==> src/rtl/sd_resp_pkg.sv <==
// Shared types and constants for the sector responder: FSM state encoding and sector geometry.
package sd_resp_pkg;

  localparam int unsigned SECT_BYTES = 512;
  localparam int unsigned IDX_W      = 9;
  localparam logic [IDX_W-1:0] IDX_LAST = IDX_W'(SECT_BYTES - 1);

  typedef enum logic [2:0] {
    StIdle,
    StStart,
    StRdReq,
    StRdPush,
    StWrAddr,
    StWrCapt,
    StWrReq,
    StDone
  } sd_resp_state_t;

endpackage

==> src/rtl/sd_sector_responder.sv <==
// Target-side server for the 512-byte sd_lba/sd_rd/sd_wr/sd_ack sector handshake, backed by a
// byte-wide store. Optional write protect (wr_prot/wp_hit) when SD_RESP_WRPROT_EN is defined.
module sd_sector_responder
  import sd_resp_pkg::*;
#(
  parameter int unsigned BLK_BITS    = 8,
  parameter int unsigned START_DELAY = 4
) (
  input  logic                      clk_sys,
  input  logic                      RESET_n,
  input  logic [31:0]               sd_lba,
  input  logic                      sd_rd,
  input  logic                      sd_wr,
  output logic                      sd_ack,
  output logic [IDX_W-1:0]          sd_buff_addr,
  output logic [7:0]                sd_buff_dout,
  output logic                      sd_buff_wr,
  input  logic [7:0]                sd_buff_din,
`ifdef SD_RESP_WRPROT_EN
  input  logic                      wr_prot,
  output logic                      wp_hit,
`endif
  output logic [BLK_BITS+IDX_W-1:0] mem_addr,
  output logic                      mem_req,
  output logic                      mem_we,
  output logic [7:0]                mem_wdata,
  input  logic [7:0]                mem_rdata,
  input  logic                      mem_ack,
  output logic                      busy,
  output logic [15:0]               sect_cnt
);

  localparam int unsigned DCNT_W = (START_DELAY < 1) ? 1 : $clog2(START_DELAY + 1);

  sd_resp_state_t      r_state, w_state_d;
  logic [BLK_BITS-1:0] r_lba, w_lba_d;
  logic                r_is_wr, w_is_wr_d;
  logic                r_prot, w_prot_d;
  logic [IDX_W-1:0]    r_idx, w_idx_d;
  logic [IDX_W-1:0]    r_addr, w_addr_d;
  logic [DCNT_W-1:0]   r_dcnt, w_dcnt_d;
  logic                r_sd_ack, w_sd_ack_d;
  logic [7:0]          r_dout, w_dout_d;
  logic [7:0]          r_wdata, w_wdata_d;
  logic [15:0]         r_sect_cnt, w_sect_cnt_d;

  logic w_last;
  logic w_wr_done;
  logic w_wr_prot_req;
  logic w_lba_unused;

  // Upper LBA bits are ignored so the store aliases.
  assign w_lba_unused = ^sd_lba[31:BLK_BITS];

`ifdef SD_RESP_WRPROT_EN
  logic r_wp_hit;

  assign w_wr_prot_req = wr_prot;
  assign wp_hit        = r_wp_hit;

  always_ff @(posedge clk_sys) begin
    if (!RESET_n) begin
      r_wp_hit <= 1'b0;
    end else if (r_state == StIdle && !sd_rd && sd_wr && wr_prot) begin
      r_wp_hit <= 1'b1;
    end
  end
`else
  assign w_wr_prot_req = 1'b0;
`endif

  assign w_last = (r_idx == IDX_LAST);
  // A protected write skips the store, so its WR_REQ completes without waiting for mem_ack.
  assign w_wr_done = r_prot | mem_ack;

  always_ff @(posedge clk_sys) begin
    if (!RESET_n) begin
      r_state    <= StIdle;
      r_lba      <= '0;
      r_is_wr    <= 1'b0;
      r_prot     <= 1'b0;
      r_idx      <= '0;
      r_addr     <= '0;
      r_dcnt     <= '0;
      r_sd_ack   <= 1'b0;
      r_dout     <= '0;
      r_wdata    <= '0;
      r_sect_cnt <= '0;
    end else begin
      r_state    <= w_state_d;
      r_lba      <= w_lba_d;
      r_is_wr    <= w_is_wr_d;
      r_prot     <= w_prot_d;
      r_idx      <= w_idx_d;
      r_addr     <= w_addr_d;
      r_dcnt     <= w_dcnt_d;
      r_sd_ack   <= w_sd_ack_d;
      r_dout     <= w_dout_d;
      r_wdata    <= w_wdata_d;
      r_sect_cnt <= w_sect_cnt_d;
    end
  end

  always_comb begin
    w_state_d    = r_state;
    w_lba_d      = r_lba;
    w_is_wr_d    = r_is_wr;
    w_prot_d     = r_prot;
    w_idx_d      = r_idx;
    w_addr_d     = r_addr;
    w_dcnt_d     = r_dcnt;
    w_sd_ack_d   = r_sd_ack;
    w_dout_d     = r_dout;
    w_wdata_d    = r_wdata;
    w_sect_cnt_d = r_sect_cnt;

    unique case (r_state)
      StIdle: begin
        if (sd_rd || sd_wr) begin
          w_lba_d   = sd_lba[BLK_BITS-1:0];
          w_is_wr_d = ~sd_rd;
          w_prot_d  = ~sd_rd & w_wr_prot_req;
          w_idx_d   = '0;
          w_dcnt_d  = '0;
          w_state_d = StStart;
        end
      end
      StStart: begin
        if (r_dcnt == DCNT_W'(START_DELAY)) begin
          w_sd_ack_d = 1'b1;
          if (r_is_wr) begin
            w_addr_d  = r_idx;
            w_state_d = StWrAddr;
          end else begin
            w_state_d = StRdReq;
          end
        end else begin
          w_dcnt_d = r_dcnt + DCNT_W'(1);
        end
      end
      StRdReq: begin
        if (mem_ack) begin
          w_dout_d  = mem_rdata;
          w_addr_d  = r_idx;
          w_state_d = StRdPush;
        end
      end
      StRdPush: begin
        if (w_last) begin
          w_sd_ack_d = 1'b0;
          w_state_d  = StDone;
        end else begin
          w_idx_d   = r_idx + IDX_W'(1);
          w_state_d = StRdReq;
        end
      end
      StWrAddr: w_state_d = StWrCapt;
      StWrCapt: begin
        // The core RAM has registered the address one edge ago; its data is valid now.
        w_wdata_d = sd_buff_din;
        w_state_d = StWrReq;
      end
      StWrReq: begin
        if (w_wr_done) begin
          if (w_last) begin
            w_sd_ack_d = 1'b0;
            w_state_d  = StDone;
          end else begin
            w_idx_d   = r_idx + IDX_W'(1);
            w_addr_d  = r_idx + IDX_W'(1);
            w_state_d = StWrAddr;
          end
        end
      end
      StDone: begin
        w_sect_cnt_d = r_sect_cnt + 16'd1;
        w_state_d    = StIdle;
      end
      default: w_state_d = StIdle;
    endcase
  end

  assign sd_ack       = r_sd_ack;
  assign sd_buff_addr = r_addr;
  assign sd_buff_dout = r_dout;
  assign sd_buff_wr   = (r_state == StRdPush);
  assign mem_addr     = {r_lba, r_idx};
  assign mem_req      = (r_state == StRdReq) | ((r_state == StWrReq) & ~r_prot);
  assign mem_we       = (r_state == StWrReq) & ~r_prot;
  assign mem_wdata    = r_wdata;
  assign busy         = (r_state != StIdle);
  assign sect_cnt     = r_sect_cnt;

endmodule

==> config.mk <==
export PLATFORM = sky130hd
export DESIGN_NAME = sd_sector_responder
export DESIGN_NICKNAME = d
export VERILOG_FILES = /design/src/rtl/sd_resp_pkg.sv /design/src/rtl/sd_sector_responder.sv
export SDC_FILE = /design/constraint.sdc
export NUM_CORES = 1
export LEC_CHECK = 0
export ABC_AREA = 0
export ABC_CLOCK_PERIOD_IN_PS = 3800
export CORE_MARGIN = 1
export CORE_UTILIZATION = 47
export CTS_CLUSTER_DIAMETER = 200
export DETAILED_ROUTE_END_ITERATION = 12
export PLACE_DENSITY_LB_ADDON = 0.12
export SYNTH_ARGS = -nofsm -noshare
export SYNTH_HDL_FRONTEND = slang
export SYNTH_SLANG_ARGS = --single-unit
==> constraint.sdc <==
create_clock -name clk_sys -period 3.8 [get_ports clk_sys]
set_clock_uncertainty 0.15 [all_clocks]
set_input_delay 0.57 -clock clk_sys [delete_from_list [all_inputs] [get_ports clk_sys]]
set_output_delay 0.57 -clock clk_sys [all_outputs]
set_load 0.05 [all_outputs]
# == Word level (Yosys, flattened, before mapping) ==
# Index checks and enable logic that the tools add are counted.
# classes
eq_ne,16
n_reduce_logical,14
muxes,25
bitwise_logic,2
n_addsub,3
# ops
op,count
$mux W9,8
$pmux W9 S3,2
$mux W3,8
$pmux W3 S8,1
$add A16 B1 Y16 const B,1
$eq A3 B3 Y1 const B,5
$ne A2 B2 Y1 const B,7
$reduce_bool A3 Y1,4
$add A9 B1 Y9 const B,1
$eq A9 B9 Y1 const B,1
$reduce_and A3 Y1,3
$eq A3 B2 Y1 const B,2
$pmux W3 S2,1
$reduce_and A6 Y1,1
$reduce_and A2 Y1,2
$reduce_and A4 Y1,1
$add A3 B1 Y3 const B,1
$eq A3 B1 Y1 const B,1
$logic_not A3 Y1,1
$mux W1,3
$pmux W1 S3,1
$mux W2,1
$reduce_bool A2 Y1,1
$logic_or A1 B1 Y1,1
other kinds (2),2
# totals
inputBits,53
register_bits,66
word_cells,70
output_inout_bits,63

# == Depth between registers and ports, before layout ==
# Gate-level depths: netlist (run 1).
# depth
depth_word,4
mapped_depth,11
mapped_depth_nobuf,9

# == Worst setup path after synthesis (run 1) ==
# No wires, ideal clock.
# synth_path
kind,flip-flop to flip-flop
startpoint,register r_idx[0]
endpoint,register r_addr[2] (netlist: sd_buff_addr[2])
slack_ns,1.111
required_time_ns,3.517
path_buffers,2
stages_incl_launch_ff,12
t_arrival_ns,2.405
path_cell_list,dfxtp_1 -> ha_1 -> nand3_1 -> nor2_1 -> and3_1 -> ha_1 -> nand2_1 -> a32o_1 -> buf_2 -> buf_2 -> a21oi_1 -> a311oi_1
# synth_via
elab_chain_cells,4
# synth_rtl
element,line_no,text
"start, declared",sd_sector_responder.sv:39,"logic [IDX_W-1:0] r_idx, w_idx_d;"
"start signal, assigned",sd_sector_responder.sv:94,r_idx <= w_idx_d;
$add A9 B1 Y9,sd_sector_responder.sv:170,w_addr_d = r_idx + IDX_W'(1);
$mux W9,sd_sector_responder.sv:165,if (w_last) begin
$mux W9,sd_sector_responder.sv:164,if (w_wr_done) begin
$pmux W9 S3,sd_sector_responder.sv:117,unique case (r_state)
"end signal, assigned",sd_sector_responder.sv:95,r_addr <= w_addr_d;
"end, declared",sd_sector_responder.sv:40,"logic [IDX_W-1:0] r_addr, w_addr_d;"
# Parallel ways exist; a longest one is shown, timed or not. The select of a mux whose other input is x is not followed.
# A chain may end at the register's enable or synchronous reset.

# == Final worst setup path (run 1) ==
# layout_path
startpoint,register r_state[1]
endpoint,output sd_buff_wr
# layout_via
elab_chain_cells,1
# layout_rtl
element,line_no,text
"start, declared",sd_sector_responder.sv:35,"sd_resp_state_t r_state, w_state_d;"
"start signal, assigned",sd_sector_responder.sv:78,r_state <= StIdle;
"start signal, assigned",sd_sector_responder.sv:90,r_state <= w_state_d;
$eq A3 B2 Y1,sd_sector_responder.sv:186,assign sd_buff_wr = (r_state == StRdPush);
"end, declared",sd_sector_responder.sv:17,"output logic sd_buff_wr,"
# No other way between the ends.

==> results of run 1 <==
[path summary, 6_finish.rpt]
path | start | endpoint | slack [ps] | cells after the start
max | r_state[1] | sd_buff_wr | 830 | 3
min | r_lba[4] | r_lba[4] | 310 | 2
max reg2reg | r_idx[0] | r_idx[3] | 1080 | 9
min reg2reg | r_lba[4] | r_lba[4] | 310 | 2
[power groups by stage]
stage                     clock network [uW]  logic, uW  registers, uW
after global routing                     607        624            810
after CTS                                580        583            802
after detailed placement                   0        582            817
after floorplan                            0        278            944
final                                    568        581            803
after global placement                     0        575            814
[cell type report]
class / instances / area [um^2]
Sequential cell: 66 / 1320
Inverter: 10 / 37.5
Timing Repair Buffer: 93 / 926
Clock buffer: 12 / 145
Clock inverter: 3 / 40.0
Tap cell: 75 / 93.8
Multi-Input combinational cell: 248 / 1570
Fill cell: 506 / 1930
[layout by cell type, fill, tap and decap left out, types with 5 or more instances in the layout]
cell type	synthesis	final
and3_1	7	7
mux2i_1	21	21
nor2_1	35	35
xor2_1	6	6
clkbuf_8	0	10
o211ai_1	6	6
or4_1	6	6
nand3_1	16	16
nand2b_1	5	5
xnor2_1	12	12
a21oi_1	31	31
nor3_1	6	6
a311oi_1	13	13
nand4_1	6	6
clkdlybuf4s50_1	0	91
dfxtp_1	66	66
inv_1	9	9
nand2_1	38	38
ha_1	5	5
[registers in the layout (all words and copies together), names as in the netlist]
name and cells:
r_state 3, r_is_wr 1, sd_ack 1, mem_wdata 8
r_dcnt 3, sd_buff_addr 9, r_lba 8, sd_buff_dout 8
r_idx 9, sect_cnt 16
[worst max-delay path, stage by stage, from the launching register on]
cell and delay, ps:
dfxtp_1 690, inv_1 230, nor2_1 160, clkdlybuf4s50_1 840
[logic make-up after synthesis]
family,Yosys count
xor+xnor,18
buf+inv,29
simple gates,135
mux,21
fa+ha+maj,5
flops,66
compound gates,69
[metal layers]
| layer | part of all wire (%) | routed length, um | GRT usage (%) | vias to the layer above |
|---|---|---|---|---|
| met4 | 1.1 | 80 | 8.77 | 0 |
| li1 | - | - | - | 1393 |
| met3 | 5.3 | 375 | 5.22 | 9 |
| met5 | 0 | 0 | 0 | - |
| met1 | 47 | 3270 | 26.6 | 1329 |
| met2 | 47 | 3310 | 34.7 | 74 |
[stage by stage]
step / instance area [um^2] / util [%]
finish: 4140 / 68.2
global route: 4140 / 68.2
CTS: 4140 / 68.2
detailed placement: 3950 / 65.2
global placement: 3950 / 65.2
floorplan: 3010 / -
==> qor.txt, run 1 <==
Status = complete, no violations
IO Count = 116
MaxCap Viol Count = 0
Slew headroom = 47.1%
Worst Setup Start Kind = flop
Worst-path clk slew = 70 ps
Overall Global Routing Usage = 21.3%
Final period util = 78.2%
Synth Area per Inst = 8.79 um^2
Initial core utilization = 49.7%
Final Hold Fails = 0
Max Fclk = 0.336 GHz
Syn Inst Count = 343
TritonCTS Buffers = 9
Synth Net Count = 401
CP required = 3080 ps
Max-slew violation count = 0
Htree depth = 3
Complex-gate fraction of the synthesized area = 15.5%
Pre-CTS setup slack = 1130 ps
Most common cell in the synthesized netlist = dfxtp_1
Unrepaired setup endpoints after global routing = no
Sequential share of the synthesized area = 43.8%
Die area = 0.00674 mm^2
Number of diodes = 0
Clock Latency Late Sink = 330 ps
Detail Placement HPWL = 4.81 mm
Clock sink total = 66
Initial DRT Pass Iterations = 4
Largest net degree at the start of global routing = 52
CTS tree = built
Vias in the first global route = 2,491
Least-Margin Pin Slew = 790 ps
Ys Warns = 0
Multiplexer share of the synthesized area = 6.97%
Crit path DAT = 2250 ps
Worst-path maximum fanout = 15
Post-CTS setup buffer count = 0
Combinational power share = 29.8%
Synth area leaders = dfxtp_1 (44%), mux2i_1 (7.0%), a21oi_1 (5.1%)
Initial antenna violation count = 0
Pint = 1270 uW
I/O Buffers = 91
Min Hold Slack = 308 ps
Synthesized area = 0.00301 mm^2
WL/cell = 13.9 um
Leakage power = 0.00150 uW
Final wirelength = 7.04 mm
Setup ws final = 827 ps
Core box area = 0.00606 mm^2
Count of cell types in the netlist = 48
Post-Layout Cell Count = 507
Post-route antenna net violation count = 0
Via density = 5.53
CTS root buf = clkbuf_8
Seq cells post-synth = 66
Rows = 28
Largest family of logic cells by synthesized area = simple AND/OR/NAND/NOR gates
Worst Path Class, Setup = reg2out
Max VDD drop = 0.267 mV
Post-synth top cells = dfxtp_1 (66), nand2_1 (38), nor2_1 (35)
Power Dens Cells = 472 mW/mm^2
Gr ovfl total = 0
Share of cells above drive strength 1 = 5.32%
Simple-gate share of the synthesized area = 22.3%
Seq pwr share = 41.1%
Yosys top cell by area = dfxtp_1
HP Class = reg2reg
Count of final setup violators = 0
Top cell type's share of synthesized area = 43.8%
Post-CTS sizing = 0
Post-placement cell count = 492
Post-synthesis xor/xnor area fraction = 5.23%
Via count = 2,805
Post-route setup TNS = 0 ps
Clock power frac = 29.1%
Die Ht = 82.1 um
CTS Hold Bufs = 0
Asr flop ratio synth = 0%
Gpl congestion = 0.774
Synth Area in Adders = 2.08%
Drt drc = 0
Element type at the critical path end = output pin
Sw frac = 35.0%
Switching power = 684 uW
Final Power = 1950 uW
Fin nets = 486
Main synth FF type = dfxtp_1
Synth-to-Final Area Change = 37.2%
Post-synth EDFFs = 0
Max clock buf depth = 2
Die X = 82.1 um
Tmin final = 2970 ps
Initial DRC Count = 193
First-pass GRT wire length = 11.2 mm
Note: power is estimated with default switching activity, not from simulation.
==> run 2, diff against run 1 <==
ABC_CLOCK_PERIOD_IN_PS = 2520   (was 3800)
CORE_UTILIZATION = 40   (was 47)
clock period = 2.52 ns   (was 3.8 ns; I/O delays follow)
==> run 2 against run 1 <==
  * Hold slack about the same
  * Total power grew 64%
  * Non-clock buffer count is 19 higher
  * Critical path type is now reg2reg
  * Highest routed layer unchanged
==> qor.txt, run 2 (synthesis gave the netlist of run 1 again) <==
HP Class = reg2reg
Clock Latency Late Sink = 340 ps
Post-placement cell count = 535
Sw frac = 33.4%
Reg2Reg Setup Slack = 160 ps
TritonCTS Buffers = 9
Number of diodes = 0
Final wirelength = 7.25 mm
Synth-to-Final Area Change = 45.5%
Worst-path cell chain = ha_1 -> nand3_1 -> nor2_2 -> and3_1 -> ha_2 -> nand2b_1 -> o32a_1 -> o22ai_2 -> buf_4 -> a311oi_1
Max clock buf depth = 2
Tmin final = 2360 ps
First-pass GRT wire length = 11.4 mm
Min-delay src = r_lba[2]
Hold Path Depth = 2
Max reg flops = 16
Via density = 5.17
Post-route antenna net violation count = 0
Htree depth = 3
Combinational power share = 30.6%
Count of final setup violators = 0
Max VDD drop = 0.347 mV
CTS tree = built
Pint = 2130 uW
R2r endpoint = r_idx[3]
CP max stage cell = dfxtp_2
Via count = 2,851
Power Dens Cells = 729 mW/mm^2
Initial antenna violation count = 0
Max Fclk = 0.424 GHz
Gpl congestion = 0.817
CP required = 2610 ps
Final instance area = 0.00438 mm^2
Gr ovfl total = 0
Clock sink total = 66
Post-route setup TNS = 0 ps
Leakage power = 0.00163 uW
Initial DRC Count = 134
Max-slew violation count = 0
Worst Path Class, Setup = reg2reg
Status = complete, no violations
Worst path max stage delay = 340 ps
FILL cells = 663
Element type at the critical path end = flop
Clock power frac = 32.5%
I/O Buffers = 91
Crit path DAT = 2450 ps
CTS root buf = clkbuf_8
Final period util = 93.7%
Rows = 31
Multi-input gate area = 0.00158 mm^2
Initial core utilization = 41.6%
Detail Placement HPWL = 5.10 mm
Fin nets = 505
Reg2Reg Launch Point = r_idx[0]
Depth of the worst register-to-register path = 10
Die area = 0.00789 mm^2
Initial DRT Pass Iterations = 4
Most frequent cells in the layout = clkdlybuf4s50_1 (87), dfxtp_1 (64), nand2_1 (38), nor2_1 (34), a21oi_1 (31)
Post-Layout Cell Count = 551
Slew headroom = 46.3%
Post-CTS sizing = 0
Final Power = 3200 uW
Min Hold Slack = 308 ps
Least-Margin Pin Slew = 803 ps
Unrepaired setup endpoints after global routing = no
Hold endpoint = r_lba[2]
Share of cells above drive strength 1 = 11.9%
MaxCap Viol Count = 0
FF/Latch Area = 0.00132 mm^2
Largest net degree at the start of global routing = 32
Commonest non-fill, non-tap cell in the layout = clkdlybuf4s50_1
Final Hold Fails = 0
Die X = 88.8 um
Worst Setup Start Kind = flop
Overall Global Routing Usage = 18.8%
WL/cell = 13.2 um
Worst-path maximum fanout = 9
Seq pwr share = 37.0%
IO Count = 116
Core box area = 0.00725 mm^2
Worst-path clk slew = 70 ps
Die Ht = 88.8 um
CTS Hold Bufs = 0
Dpl cell area = 0.00414 mm^2
Drt drc = 0
Vias in the first global route = 2,466
Post-CTS setup buffer count = 0
Switching power = 1070 uW
==> run 2: changes by cell type in the layout (fill, tap and decap cells not counted), sizes merged <==
cell,delta
clkinv,-1
buf,+23
clkdlybuf4s50,-4
bufinv,+1
clkinvlp,+1
==> run 2: final cells by class <==
| type | instances | area share (%) |
|---|---|---|
| clock buffers | 12 | 3.77 |
| clock inverters | 4 | 1.66 |
| inverters | 10 | 0.856 |
| multi-input cells | 248 | 36.0 |
| flip-flops and latches | 66 | 30.2 |
| well taps | 99 | 2.83 |
| repair buffers | 112 | 24.7 |
==> run 2: how the worst max path moves through the flow <==
stage                         from               to  slack (ps)  depth (start not counted)
after global routing      r_idx[0]         r_idx[3]          50                         10
after floorplan           r_idx[2]  sd_buff_addr[2]          10                         10
after detailed placement  r_idx[0]  sd_buff_addr[4]          40                          9
final                     r_idx[0]         r_idx[3]         160                         10
after CTS                 r_idx[0]  sd_buff_addr[4]          20                          9
after global placement    r_idx[0]  sd_buff_addr[1]         130                          9
==> run 2: routing by layer <==
| layer | GRT usage [%] | part of all wire, % | routed length (um) |
|---|---|---|---|
| met1 | 24.4 | 48 | 3470 |
| met2 | 30.3 | 45 | 3270 |
| met3 | 5.41 | 6.0 | 432 |
| met4 | 5.43 | 1.1 | 80 |
| met5 | 0 | 0 | 0 |
==> run 2: worst max-delay path, delay by kind of cell (launching register included) <==
kind                       cells  cell delay [ps]
and+or+nand+nor                4              650
adders and majority gates      2              450
buffers and inverters          1              180
DFF                            1              340
AOI/OAI and AO/OA              3              490
==> run 2: through the flow <==
step	util (%)	setup WS, ps
6_report	60.4	159
5_1_grt	60.4	50.3
4_1_cts	60.4	17.4
3_5_place_dp	57.1	41.3
3_3_place_gp	57.1	127
2_1_floorplan	-	14.6
==> run 2: power groups by stage <==
stage	clock [uW]	combinational (uW)	sequential [uW]
after floorplan	0	420	1420
after global placement	0	964	1200
after detailed placement	0	975	1210
after CTS	1060	978	1180
after global routing	1100	1050	1190
final	1040	977	1180
